==> src/rtl/seven_seg_pkg.sv <==
// Shared types and helpers for the seven-segment scan controller.
// Holds the FSM encoding and the active-low anode decoder.
package seven_seg_pkg;

   localparam int CODE_W     = 4;
   localparam int MAX_DIGITS = 8;

   typedef enum logic [1:0] {
      ST_OFF,
      ST_GAP,
      ST_DRIVE
   } state_t;

   // All ones except a single zero at idx; callers truncate to their digit count.
   function automatic logic [MAX_DIGITS-1:0] onehot_n(input logic [2:0] idx);
      logic [MAX_DIGITS-1:0] v;
      v      = '1;
      v[idx] = 1'b0;
      return v;
   endfunction

endpackage

==> src/rtl/scan_phase_cnt.sv <==
// Loadable down-counter timing the GAP and DRIVE phases; o_tc is high while the count is zero.
// Load value N-1 gives a phase of N cycles; no backpressure.
module scan_phase_cnt #(
   parameter int CNT_W = 16
) (
   input  logic             clk,
   input  logic             rst_n,
   input  logic             i_load,
   input  logic [CNT_W-1:0] i_load_val,
   output logic             o_tc
);

   logic [CNT_W-1:0] r_cnt;

   always_ff @(posedge clk or negedge rst_n) begin
      if (!rst_n) begin
         r_cnt <= '0;
      end else if (i_load) begin
         r_cnt <= i_load_val;
      end else if (r_cnt != '0) begin
         r_cnt <= r_cnt - 1'b1;
      end
   end

   assign o_tc = (r_cnt == '0);

endmodule

==> src/rtl/seven_seg_scan_ctrl.sv <==
// Multiplexed common-anode scan: GAP (all off) then DRIVE per digit; all outputs registered.
// New frames are accepted via valid/ready and applied only at a frame boundary; ready stays low meanwhile.
module seven_seg_scan_ctrl
   import seven_seg_pkg::*;
#(
   parameter int NUM_DIGITS   = 4,
   parameter int DRIVE_CYCLES = 50000,
   parameter int DEAD_CYCLES  = 2
) (
   input  logic                         clk,
   input  logic                         rst_n,
   input  logic                         scan_en,
   input  logic                         load_valid,
   output logic                         load_ready,
   input  logic [CODE_W*NUM_DIGITS-1:0] load_data,
   input  logic [NUM_DIGITS-1:0]        load_blank,
   output logic [CODE_W-1:0]            code,
   output logic [NUM_DIGITS-1:0]        digit_en_n,
   output logic                         frame_start
);

   localparam int IDX_W   = $clog2(NUM_DIGITS);
   localparam int MAX_CYC = (DRIVE_CYCLES > DEAD_CYCLES) ? DRIVE_CYCLES : DEAD_CYCLES;
   localparam int CNT_W   = $clog2(MAX_CYC + 1);

   localparam logic [IDX_W-1:0] LAST_IDX  = IDX_W'(NUM_DIGITS - 1);
   localparam logic [CNT_W-1:0] GAP_LEN   = CNT_W'(DEAD_CYCLES - 1);
   localparam logic [CNT_W-1:0] DRIVE_LEN = CNT_W'(DRIVE_CYCLES - 1);

   state_t                               r_state;
   state_t                               w_state_nxt;
   logic [IDX_W-1:0]                     r_digit_idx;
   logic [IDX_W-1:0]                     w_idx_nxt;
   logic                                 w_gap_entry;
   logic                                 w_drive_entry;
   logic                                 w_apply;
   logic                                 w_accept;
   logic                                 w_tc;
   logic                                 w_cnt_load;
   logic [CNT_W-1:0]                     w_cnt_val;

   logic [NUM_DIGITS-1:0][CODE_W-1:0]    r_shown_code;
   logic [NUM_DIGITS-1:0][CODE_W-1:0]    r_pend_code;
   logic [NUM_DIGITS-1:0][CODE_W-1:0]    w_shown_code_nxt;
   logic [NUM_DIGITS-1:0]                r_shown_blank;
   logic [NUM_DIGITS-1:0]                r_pend_blank;
   logic [NUM_DIGITS-1:0]                w_shown_blank_nxt;
   logic                                 r_pend_flag;
   logic                                 r_load_ready;

   logic [CODE_W-1:0]                    r_code;
   logic [CODE_W-1:0]                    w_code_nxt;
   logic [NUM_DIGITS-1:0]                r_digit_en_n;
   logic [NUM_DIGITS-1:0]                w_en_n_nxt;
   logic                                 r_frame_start;
   logic                                 w_fs_nxt;

   // Phase timer reloads on every GAP or DRIVE entry.
   assign w_cnt_load = w_gap_entry | w_drive_entry;
   assign w_cnt_val  = w_drive_entry ? DRIVE_LEN : GAP_LEN;

   scan_phase_cnt #(
      .CNT_W (CNT_W)
   ) u_phase_cnt (
      .clk        (clk),
      .rst_n      (rst_n),
      .i_load     (w_cnt_load),
      .i_load_val (w_cnt_val),
      .o_tc       (w_tc)
   );

   // FSM state register
   always_ff @(posedge clk or negedge rst_n) begin
      if (!rst_n) begin
         r_state     <= ST_OFF;
         r_digit_idx <= '0;
      end else begin
         r_state     <= w_state_nxt;
         r_digit_idx <= w_idx_nxt;
      end
   end

   // FSM next state; w_apply marks a frame boundary with a pending frame waiting.
   always_comb begin
      w_state_nxt   = r_state;
      w_idx_nxt     = r_digit_idx;
      w_gap_entry   = 1'b0;
      w_drive_entry = 1'b0;
      w_apply       = 1'b0;
      if (!scan_en) begin
         w_state_nxt = ST_OFF;
         w_idx_nxt   = '0;
      end else begin
         unique case (r_state)
            ST_OFF: begin
               w_state_nxt = ST_GAP;
               w_idx_nxt   = '0;
               w_gap_entry = 1'b1;
               w_apply     = r_pend_flag;
            end
            ST_GAP: begin
               if (w_tc) begin
                  w_state_nxt   = ST_DRIVE;
                  w_drive_entry = 1'b1;
               end
            end
            ST_DRIVE: begin
               if (w_tc) begin
                  w_state_nxt = ST_GAP;
                  w_gap_entry = 1'b1;
                  if (r_digit_idx == LAST_IDX) begin
                     w_idx_nxt = '0;
                     w_apply   = r_pend_flag;
                  end else begin
                     w_idx_nxt = r_digit_idx + 1'b1;
                  end
               end
            end
            default: begin
               w_state_nxt = ST_OFF;
               w_idx_nxt   = '0;
            end
         endcase
      end
   end

   // FSM outputs, computed from the upcoming state so they can be registered.
   always_comb begin
      w_shown_code_nxt  = w_apply ? r_pend_code  : r_shown_code;
      w_shown_blank_nxt = w_apply ? r_pend_blank : r_shown_blank;
      w_code_nxt        = w_shown_code_nxt[w_idx_nxt];
      w_en_n_nxt        = '1;
      if ((w_state_nxt == ST_DRIVE) && !w_shown_blank_nxt[w_idx_nxt]) begin
         w_en_n_nxt = NUM_DIGITS'(onehot_n(3'(w_idx_nxt)));
      end
      w_fs_nxt = w_drive_entry && (w_idx_nxt == '0);
   end

   // Accept and apply never coincide: apply needs pend_flag, accept needs ready.
   assign w_accept = load_valid & r_load_ready;

   always_ff @(posedge clk or negedge rst_n) begin
      if (!rst_n) begin
         r_shown_code  <= '0;
         r_shown_blank <= '1;
         r_pend_code   <= '0;
         r_pend_blank  <= '0;
         r_pend_flag   <= 1'b0;
         r_load_ready  <= 1'b1;
      end else if (w_accept) begin
         r_pend_code   <= load_data;
         r_pend_blank  <= load_blank;
         r_pend_flag   <= 1'b1;
         r_load_ready  <= 1'b0;
      end else if (w_apply) begin
         r_shown_code  <= r_pend_code;
         r_shown_blank <= r_pend_blank;
         r_pend_flag   <= 1'b0;
         r_load_ready  <= 1'b1;
      end
   end

   always_ff @(posedge clk or negedge rst_n) begin
      if (!rst_n) begin
         r_code        <= '0;
         r_digit_en_n  <= '1;
         r_frame_start <= 1'b0;
      end else begin
         r_code        <= w_code_nxt;
         r_digit_en_n  <= w_en_n_nxt;
         r_frame_start <= w_fs_nxt;
      end
   end

   assign load_ready  = r_load_ready;
   assign code        = r_code;
   assign digit_en_n  = r_digit_en_n;
   assign frame_start = r_frame_start;

endmodule

==> config.mk <==
export PLATFORM = sky130hd
export DESIGN_NAME = seven_seg_scan_ctrl
export DESIGN_NICKNAME = d
export VERILOG_FILES = /design/src/rtl/seven_seg_pkg.sv /design/src/rtl/scan_phase_cnt.sv /design/src/rtl/seven_seg_scan_ctrl.sv
export SDC_FILE = /design/constraint.sdc
export NUM_CORES = 1
export LEC_CHECK = 0
export CAP_MARGIN = 0
export CORE_AREA = 2 2 143 110
export DETAILED_ROUTE_END_ITERATION = 16
export DIE_AREA = 0 0 145 112
export MAX_ROUTING_LAYER = met4
export PLACE_DENSITY = 0.42
export SETUP_SLACK_MARGIN = 0.1
export SKIP_CTS_REPAIR_TIMING = 1
export SYNTH_ARGS = -nofsm -noshare
export SYNTH_HDL_FRONTEND = slang
export SYNTH_HIERARCHICAL = 1
export SYNTH_SLANG_ARGS = --single-unit
export TNS_END_PERCENT = 10
==> constraint.sdc <==
create_clock -name clk -period 5.5 [get_ports clk]
set_input_delay 1.65 -clock clk [delete_from_list [all_inputs] [get_ports clk]]
set_output_delay 1.65 -clock clk [all_outputs]
set_load 0.02 [all_outputs]
# Word level (Yosys, flattened, before mapping)
# Index checks and enable logic that the tools add are counted.
# totals
reg_bits	71
out_inout_bits	10
in_bits	24
# classes
eq_ne	4
bitwise_logic	3
reduce_logical	10
magnitude_cmp	3
muxes	33
n_addsub	2
# op_table
operator	n
$mux W16	4
$logic_not A16 Y1	1
$reduce_bool A16 Y1	1
$sub A16 B1 Y16 const B	1
$mux W1	13
$mux W2	6
$mux W4	3
$bmux W4 S2	1
$eq A2 B2 Y1 const B	3
$pmux W2 S3	1
$logic_not A2 Y1	2
$lt A2 B4 Y1 const B	1
$not A4 Y4	1
$pmux W1 S2	2
$pmux W2 S2	1
$reduce_bool A2 Y1	2
$logic_and A1 B1 Y1	3
$lt A2 B3 Y1 const B	1
$add A2 B1 Y2 const B	1
$bmux W1 S2	1
$demux W1 S2	1
$eq A2 B1 Y1 const B	1
$ge A2 B1 Y1 const B	1
$and A1 B1 Y1	1
other kinds (2)	2

# Logic depth before layout (Yosys ltp)
# Gate-level depths: netlist of run 1.
# logic_depth
word_depth	11
depth_mapped	13

# Modules after synthesis
# The synthesis of run 1 kept the hierarchy.
# modules_own_cells
mod	instances	area_per_inst_um2	cells_per_inst	seq_area_each_um2
seven_seg_scan_ctrl	1	2488.6	185	1387.6
scan_phase_cnt	1	1006.0	104	400.4

# Least setup slack after synthesis of run 1
# No wires, ideal clock.
# synth_path
path_kind	input -> register
start	input scan_en
end	register u_phase_cnt.r_cnt[6]
slack_ns	2.623
setup_time_ns	0.142
arrival_time_ns	2.735
path_stages	5
path_buffers	3
path_cell_list	buf_2 > o21a_1 > clkbuf_1 > clkbuf_1 > o221ai_1
# synth_between
elab_chain_len	3
word_cells_on_any_way	6
# synth_lines
item	line	rtl
start: declaration	seven_seg_scan_ctrl.sv:12	input logic scan_en,
$mux W1	seven_seg_scan_ctrl.sv:90	if (!scan_en) begin
$or A1 B1 Y1 *	seven_seg_scan_ctrl.sv:59	assign w_cnt_load = w_gap_entry | w_drive_entry;
via w_cnt_load	seven_seg_scan_ctrl.sv:39	logic w_cnt_load;
$mux W16 / $reduce_bool A2 Y1 (equally long branches)	-	
end signal: assignment	scan_phase_cnt.sv:19	r_cnt <= i_load_val;
end signal: assignment	scan_phase_cnt.sv:21	r_cnt <= r_cnt - 1'b1;
end: declaration	scan_phase_cnt.sv:13	logic [CNT_W-1:0] r_cnt;
# The timed path passes the listed nets; every way through them passes the cells marked *.
# A chain may end at the register's enable or synchronous reset.

# Worst setup path in the final report of run 1
# layout_path
start	input load_valid
end	register r_shown_code[13] (netlist bit)
# layout_between
elab_chain_len	1
# layout_lines
item	line	rtl
start: declaration	seven_seg_scan_ctrl.sv:13	input logic load_valid,
$and A1 B1 Y1	seven_seg_scan_ctrl.sv:140	assign w_accept = load_valid & r_load_ready;
end signal: assignment	seven_seg_scan_ctrl.sv:156	r_shown_code <= r_pend_code;
end: declaration	seven_seg_scan_ctrl.sv:42	logic [NUM_DIGITS-1:0][CODE_W-1:0] r_shown_code;
# Every way passes these cells.

==> results.md, run 1 <==
* Critical Path Start: load_valid
* Metal3 WL at 350 µm
* DRT Wirelength at ~7400 µm
* Clock Sinks at 71
* Met2 Routed Length at roughly 3300 µm
* Slowest CP cell: nand4_1
* Later-pin clock latency in the skew report at between 300 and 400 ps
* Final setup fails at 0
* Starting density of the core at around a quarter
* HP Start: load_ready
* Sum Neg Setup Slack at 0 ps
* Worst Slack Setup Final at between 1500 and 2000 ps
* # diodes at 0
* Distinct cells, synth at 47
* Post-synth EDFFs at 0
* Multi-input gate area at about 1600 µm²
* Largest stage delay, worst path at 650 ps
* Grt ovf at 0
* Worst Skew at 8.527 ps
* FP Rows at 39
* First-pass DRT Iterations at 4
* RSZ-0062 raised after global routing: no
* Register area at 1788 µm²
* Seq/Total Area, Yosys at 51.16%
* Relative slew slack at 36.01%
* Status: finished clean
* Largest net degree at the start of global routing at slightly above 70
* CTS buffer count at 9
* WL/cell at around 14 µm
* Tmin final at approximately 3500 ps
* Initial DRC Count at between 60 and 70
* VDD IR-drop max at 0.1587 mV
* Via-per-instance ratio at about 4.3
* Final cycle utilization of the critical path at roughly 64%
* Fmax at ~280 MHz
* HPWL Detailed at 4809 µm
* Slew @ Worst Pin at between 900 and 1000 ps
* Syn Std Cell Area at between 3000 and 4000 µm²
* CP required at around 5700 ps
* Die width at 145 µm
* Synth Instances at 289
* Remaining DRCs at 0
* Place WS at around 1600 ps
* R2R Path Start: u_phase_cnt/r_cnt[0]
* CTS tree: done
* Synth-to-Final Area Change at 24.20%
* CP Cell Sequence: clkdlybuf4s50_1, nand2_1, buf_4, nand4_1, mux2_1
* Fraction of layout cells with a size suffix above 1 at 21.15%
* Filler instances at 1,513
* Die Span Y at about 110 µm
* Top Metal Used: met4
* Clock transition at path regs at about 60 ps
* #FFs+latches synth at a little over 70
* GPL Wtd Cong at between 0.7 and 0.8
* Final #Nets at between 300 and 400
* Fin. Hold Viols at 0
* Detail Route Antenna Nets at 0
* Critical Path AT at roughly 3800 ps
* Predominant post-synthesis flop cell: dfrtp_1
* Critical path endpoint category: register
* Syn_area_per_cell at 12.09 µm²
* CTS root buf: clkbuf_16
* Antenna violations before repair at 0
* Post-DP Area at 4041 µm²
* Crit-path max FO at 38
* Port bufs at 33
* Clk buf depth at 2
* Htree depth at 3
* Share of flip-flops with an asynchronous set or reset at 100.0%
* Worst hold slack at 487.5 ps
* Routed metal-1 wirelength at roughly 3700 µm
* Total global-route track usage at slightly above 10%
* Core Footprint at about 15,000 µm²
* Die ar. at 16,240 µm²
* YS warnings at 6
* Worst hold path type: register to register
* WS Path Type: primary input to register
* Pwr dens at 310.0 nW/µm²
* Io pins at 34
* Via count at about 2.3k
* Final-report max-slew violation count at 0
* Leak at between 0.002 and 0.0025 µW
* Max Cap Violations at 0
* Vias in the first global route at about 2.4k
* CP startpoint kind: primary input
* Fin area at 4340 µm²
* First-pass GRT wire length at approximately 13,000 µm
critical path, delay by kind of cell:
kind,cells,cell delay (ps)
multiplexers,1,540
AND/OR/NAND/NOR,2,740
buffers and inverters,2,810
cells in the mapped netlist, types with 8 or more instances:
master	number	area share, %
nor2_1	16	1.7
xnor2_1	8	2.0
a21oi_1	13	1.9
dfstp_2	9	6.8
dfrtp_1	62	44
nand2_1	14	1.5
nand2b_1	9	1.6
mux2_2	33	11
mux2i_1	31	8.9
registers in the layout (all words and copies together) (netlist names):
signal / cells
r_state: 2
digit_en_n: 4
r_digit_idx: 2
frame_start: 1
code: 4
u_phase_cnt/r_cnt: 16
r_shown_blank: 4
r_shown_code: 16
r_pend_flag: 1
load_ready: 1
r_pend_code: 16
r_pend_blank: 4
per-layer routing:
| layer | GRT usage, % | vias to the layer above |
|---|---|---|
| li1 | - | 1110 |
| met1 | 13.66 | 1145 |
| met2 | 14.76 | 42 |
| met3 | 3.115 | 8 |
| met4 | 3.366 | 0 |
| met5 | - | - |
path summary, 6_finish.rpt:
kind	depth (start not counted)	to	slack, ps
max	5	r_shown_code[13]	1960
min	1	load_ready	490
min reg2reg	1	load_ready	490
min in group asynchronous	1	r_pend_code[3]	1460
max reg2reg	8	r_shown_code[13]	2210
max in group asynchronous	1	u_phase_cnt/r_cnt[8]	3400
power by group:
part	switching [µW]	internal [µW]	total [µW]
Clock	219	373	591
Combinational	81.5	79.0	160
Sequential	39.9	554	594
layout make-up:
class                      instances  area share, %
inverter                           5         0.4324
tap                              205          5.909
clock buffer                      12          5.909
clock inverter                     3         0.9801
sequential                        71          41.19
multi-input combinational        204          37.50
timing repair buffer              36          8.071
per-stage QoR:
step	instances	utilization [%]	total power, µW
finish	536	29.16	1345
global placement	521	27.15	763.3
floorplan	295	-	703.9
CTS	536	29.16	1372
global route	536	29.16	1419
detailed placement	521	27.15	766.2
cell usage in the layout, fill, tap and decap left out, types with 3 or more instances in the layout:
cell,netlist,final
a21oi_1,13,13
buf_4,3,4
clkbuf_16,0,9
clkdlybuf4s50_1,0,32
conb_1,2,8
dfrtp_1,62,62
dfstp_2,9,9
ha_1,6,6
inv_1,5,5
mux2_1,3,3
mux2_2,33,33
mux2i_1,31,31
nand2_1,14,14
nand2b_1,9,9
nand3_1,5,5
nand4_1,6,6
nand4b_1,4,4
nor2_1,16,16
nor2b_1,5,5
nor3_1,4,4
o211a_1,6,6
o21ai_0,5,5
xnor2_1,8,8
logic make-up (layout without fill, tap and decap cells):
group                    after synthesis  count (layout)  share of synthesized area, %
multiplexers                          67              67                         20.48
AND/OR/NAND/NOR                       79              79                         13.75
buffers and inverters                 20              56                         2.900
AO/OA/AOI/OAI                         36              36                         7.340
other                                  2               8                        0.2149
XOR/XNOR                               8               8                         2.005
adder cells (fa/ha/maj)                6               6                         2.148
flip-flops                            71              71                         51.16
(Power assumes the default switching activity.)
==> run 2: changes to the inputs <==
PLACE_DENSITY = 0.43   (was 0.42)
clock period = 3 ns   (was 5.5 ns; I/O delays follow)
==> results.md, run 2 (synthesis results as in run 1) <==
* Slowest CP cell: dfrtp_1 (was nand4_1)
* Critical Path AT at 2790 ps (was 3750 ps)
* Buffers plus inverters on the worst setup path at 1 (was 2)
* NetSw at 651.0 µW (was 339.9 µW)
* Final #Nets at 366 (was 357)
* RSZ-0062 raised after global routing: no (unchanged)
* CTS tree: done (unchanged)
* Logic pwr share at 12.6% (was 11.9%)
* Leak at 0.002054 µW (was 0.002016 µW)
* Slew @ Worst Pin at 749.6 ps (was 959.8 ps)
* Initial DRC Count at 94 (was 69)
* Remaining DRCs at 0 (unchanged)
* First-pass GRT wire length at 12,650 µm (was 12,540 µm)
* # diodes at 0 (unchanged)
* Final cycle utilization of the critical path at approximately 86%
* Switching part of the total at 26.40% (was 25.26%)
* Worst hold path type: register to register (unchanged)
* Sequential fraction of design power at 44.2% (was 44.1%)
* Starting density of the core at 23.48% (unchanged)
* CTS root buf: clkbuf_16 (unchanged)
* Critical path endpoint category: register (unchanged)
* Place WS at 220.5 ps (was 1584 ps)
* Grt ovf at 0 (unchanged)
* Status: finished clean (unchanged)
* Largest regs: r_pend_code x16, r_shown_code x16, u_phase_cnt/r_cnt x16 (unchanged)
* Critical Path Most Common Cell: mux2i_1
* Worst Slack Setup Final at 423.2 ps (was 1965 ps)
* Clk buf depth at 2 (unchanged)
* First-pass DRT Iterations at 4 (unchanged)
* Fraction of layout cells with a size suffix above 1 at 23.75% (was 21.15%)
* Core Footprint at 14,880 µm² (unchanged)
* Path depth of the worst reg2reg path at 10 (was 8)
* WS Path Type: register to register (was primary input to register)
* Via-per-instance ratio at 4.207 (was 4.300)
* Die ar. at 16,240 µm² (unchanged)
* Largest stage delay, worst path at 420 ps (was 650 ps)
* FP Rows at 39 (unchanged)
* WL/cell at 13.84 µm (about the same)
* Crit-path max FO at 18 (was 38)
* CP startpoint kind: register (was primary input)
* Crit path max-delay family: simple AND/OR/NAND/NOR gates (was buffers and inverters)
* Detail Route Antenna Nets at 0 (unchanged)
* Tmin final at approximately 2600 ps
* DRT Wirelength at 7556 µm (was 7416 µm)
* VDD IR-drop max at 0.2812 mV (was 0.1587 mV)
* Worst hold stages at 1 (unchanged)
* Clock Sinks at 71 (unchanged)
* Commonest non-fill, non-tap cell in the layout: dfrtp_1 (unchanged)
* Vias in the first global route at 2,390 (was 2,364)
* Via count at 2,297 (was 2,305)
* Die Span Y at 112 µm (unchanged)
* CTS buffer count at 9 (unchanged)
* Clock transition at path regs at 60 ps (about the same)
* Fin. Hold Viols at 0 (unchanged)
* Final-report max-slew violation count at 0 (unchanged)
* Pint at 1815 µW (was 1006 µW)
* Filler instances at 1,533 (was 1,513)
* Largest net degree at the start of global routing at 47 (was 72)
* Die width at 145 µm (unchanged)
* Fmax at just under 400 MHz
* Max Cap Violations at 0 (unchanged)
* CP Cell Sequence: inv_1, ha_1, nor3b_4, nand3_2, nor2_1, a31o_2, nand3_4, mux2i_1, mux2i_1, mux2_2 (was clkdlybuf4s50_1, nand2_1, buf_4, nand4_1, mux2_1)
* Worst Skew at 7.073 ps (was 8.527 ps)
* Leading cell types in the layout, fill and taps excluded: 62 x dfrtp_1, 33 x mux2_2, 32 x clkdlybuf4s50_1, 31 x mux2i_1, 16 x nor2_1 (unchanged)
* Final setup fails at 0 (unchanged)
* Total global-route track usage at 10.25% (was 10.22%)
* Io pins at 34 (unchanged)
* HPWL Detailed at 5082 µm (was 4809 µm)
* CP required at 3210 ps (was 5710 ps)
* Dpl cells at 530 (was 521)
* Crit path depth at 10 (was 5)
* Later-pin clock latency in the skew report at 330 ps (about the same)
* Finished Layout Cells at 546 (was 536)
* Sum Neg Setup Slack at 0 ps (unchanged)
* Core Util, Final at 29.68% (was 29.16%)
* Clk pwr share at 43.2% (was 43.9%)
* Pwr dens at 558.1 nW/µm² (was 310.0 nW/µm²)
* Htree depth at 3 (unchanged)
* Relative slew slack at 49.61% (was 36.01%)
* Port bufs at 33 (unchanged)
* Antenna violations before repair at 0 (unchanged)
* GPL Wtd Cong at 0.7263 (was 0.7306)
* Synth-to-Final Area Change at 26.42% (was 24.20%)
## run 2: cell types whose count changed in the layout (fill, tap and decap cells not counted)
cell        before  now
clkbuf_8         2    0
buf_12           0    1
clkbuf_1         1    0
clkinvlp_4       1    4
buf_2            0    1
clkinv_4         0    1
buf_4            4   11
## run 2: layer usage
| layer | GRT usage, % | wire, µm | vias up |
|---|---|---|---|
| li1 | - | - | 1126 |
| met1 | 14.38 | 4139 | 1127 |
| met2 | 14.22 | 3101 | 36 |
| met3 | 2.787 | 225 | 8 |
| met4 | 3.366 | 90 | 0 |
| met5 | - | 0 | - |
## run 2: power by group through the flow
stage / clock (µW) / combinational [µW] / sequential (µW)
3_3_place_gp: 0 / 311 / 1100
3_5_place_dp: 0 / 314 / 1100
2_1_floorplan: 0 / 200 / 1090
4_1_cts: 1110 / 317 / 1090
5_1_grt: 1150 / 352 / 1100
6_report: 1070 / 311 / 1090
## run 2: area by class of cell
class / count / area [µm²] / share of cell area, %
multi-input combinational: 204 / 1628 / 36.85
clock inverter: 7 / 73.82 / 1.671
clock buffer: 9 / 225.2 / 5.098
timing repair buffer: 45 / 427.9 / 9.686
sequential: 71 / 1788 / 40.47
inverter: 5 / 18.77 / 0.4248
tap: 205 / 256.5 / 5.806
## run 2: stage by stage
step                      hold WS, ps  instance area (µm²)  power [µW]
final                           492.3                 4418        2466
after global routing            511.9                 4418        2596
after CTS                       497.5                 4418        2517
after detailed placement        487.4                 4119        1418
after global placement          479.5                 4119        1414
after floorplan                 464.0                 3517        1290
## run 2: final timing paths
| path | end | slack, ps | start |
|---|---|---|---|
| hold reg to reg | load_ready | 490 | load_ready |
| setup / recovery | code[1] | 420 | u_phase_cnt/r_cnt[0] |
| min in group asynchronous | r_pend_code[5] | 600 | rst_n |
| hold / removal | load_ready | 490 | load_ready |
| setup reg to reg | code[1] | 420 | u_phase_cnt/r_cnt[0] |
| max in group asynchronous | r_shown_blank[2] | 1660 | rst_n |
==> run 3: changes to the inputs <==
SETUP_SLACK_MARGIN = unset   (was 0.1)
==> results of run 3 <==
Final layout, timing and power as in run 2 (identical DEF).
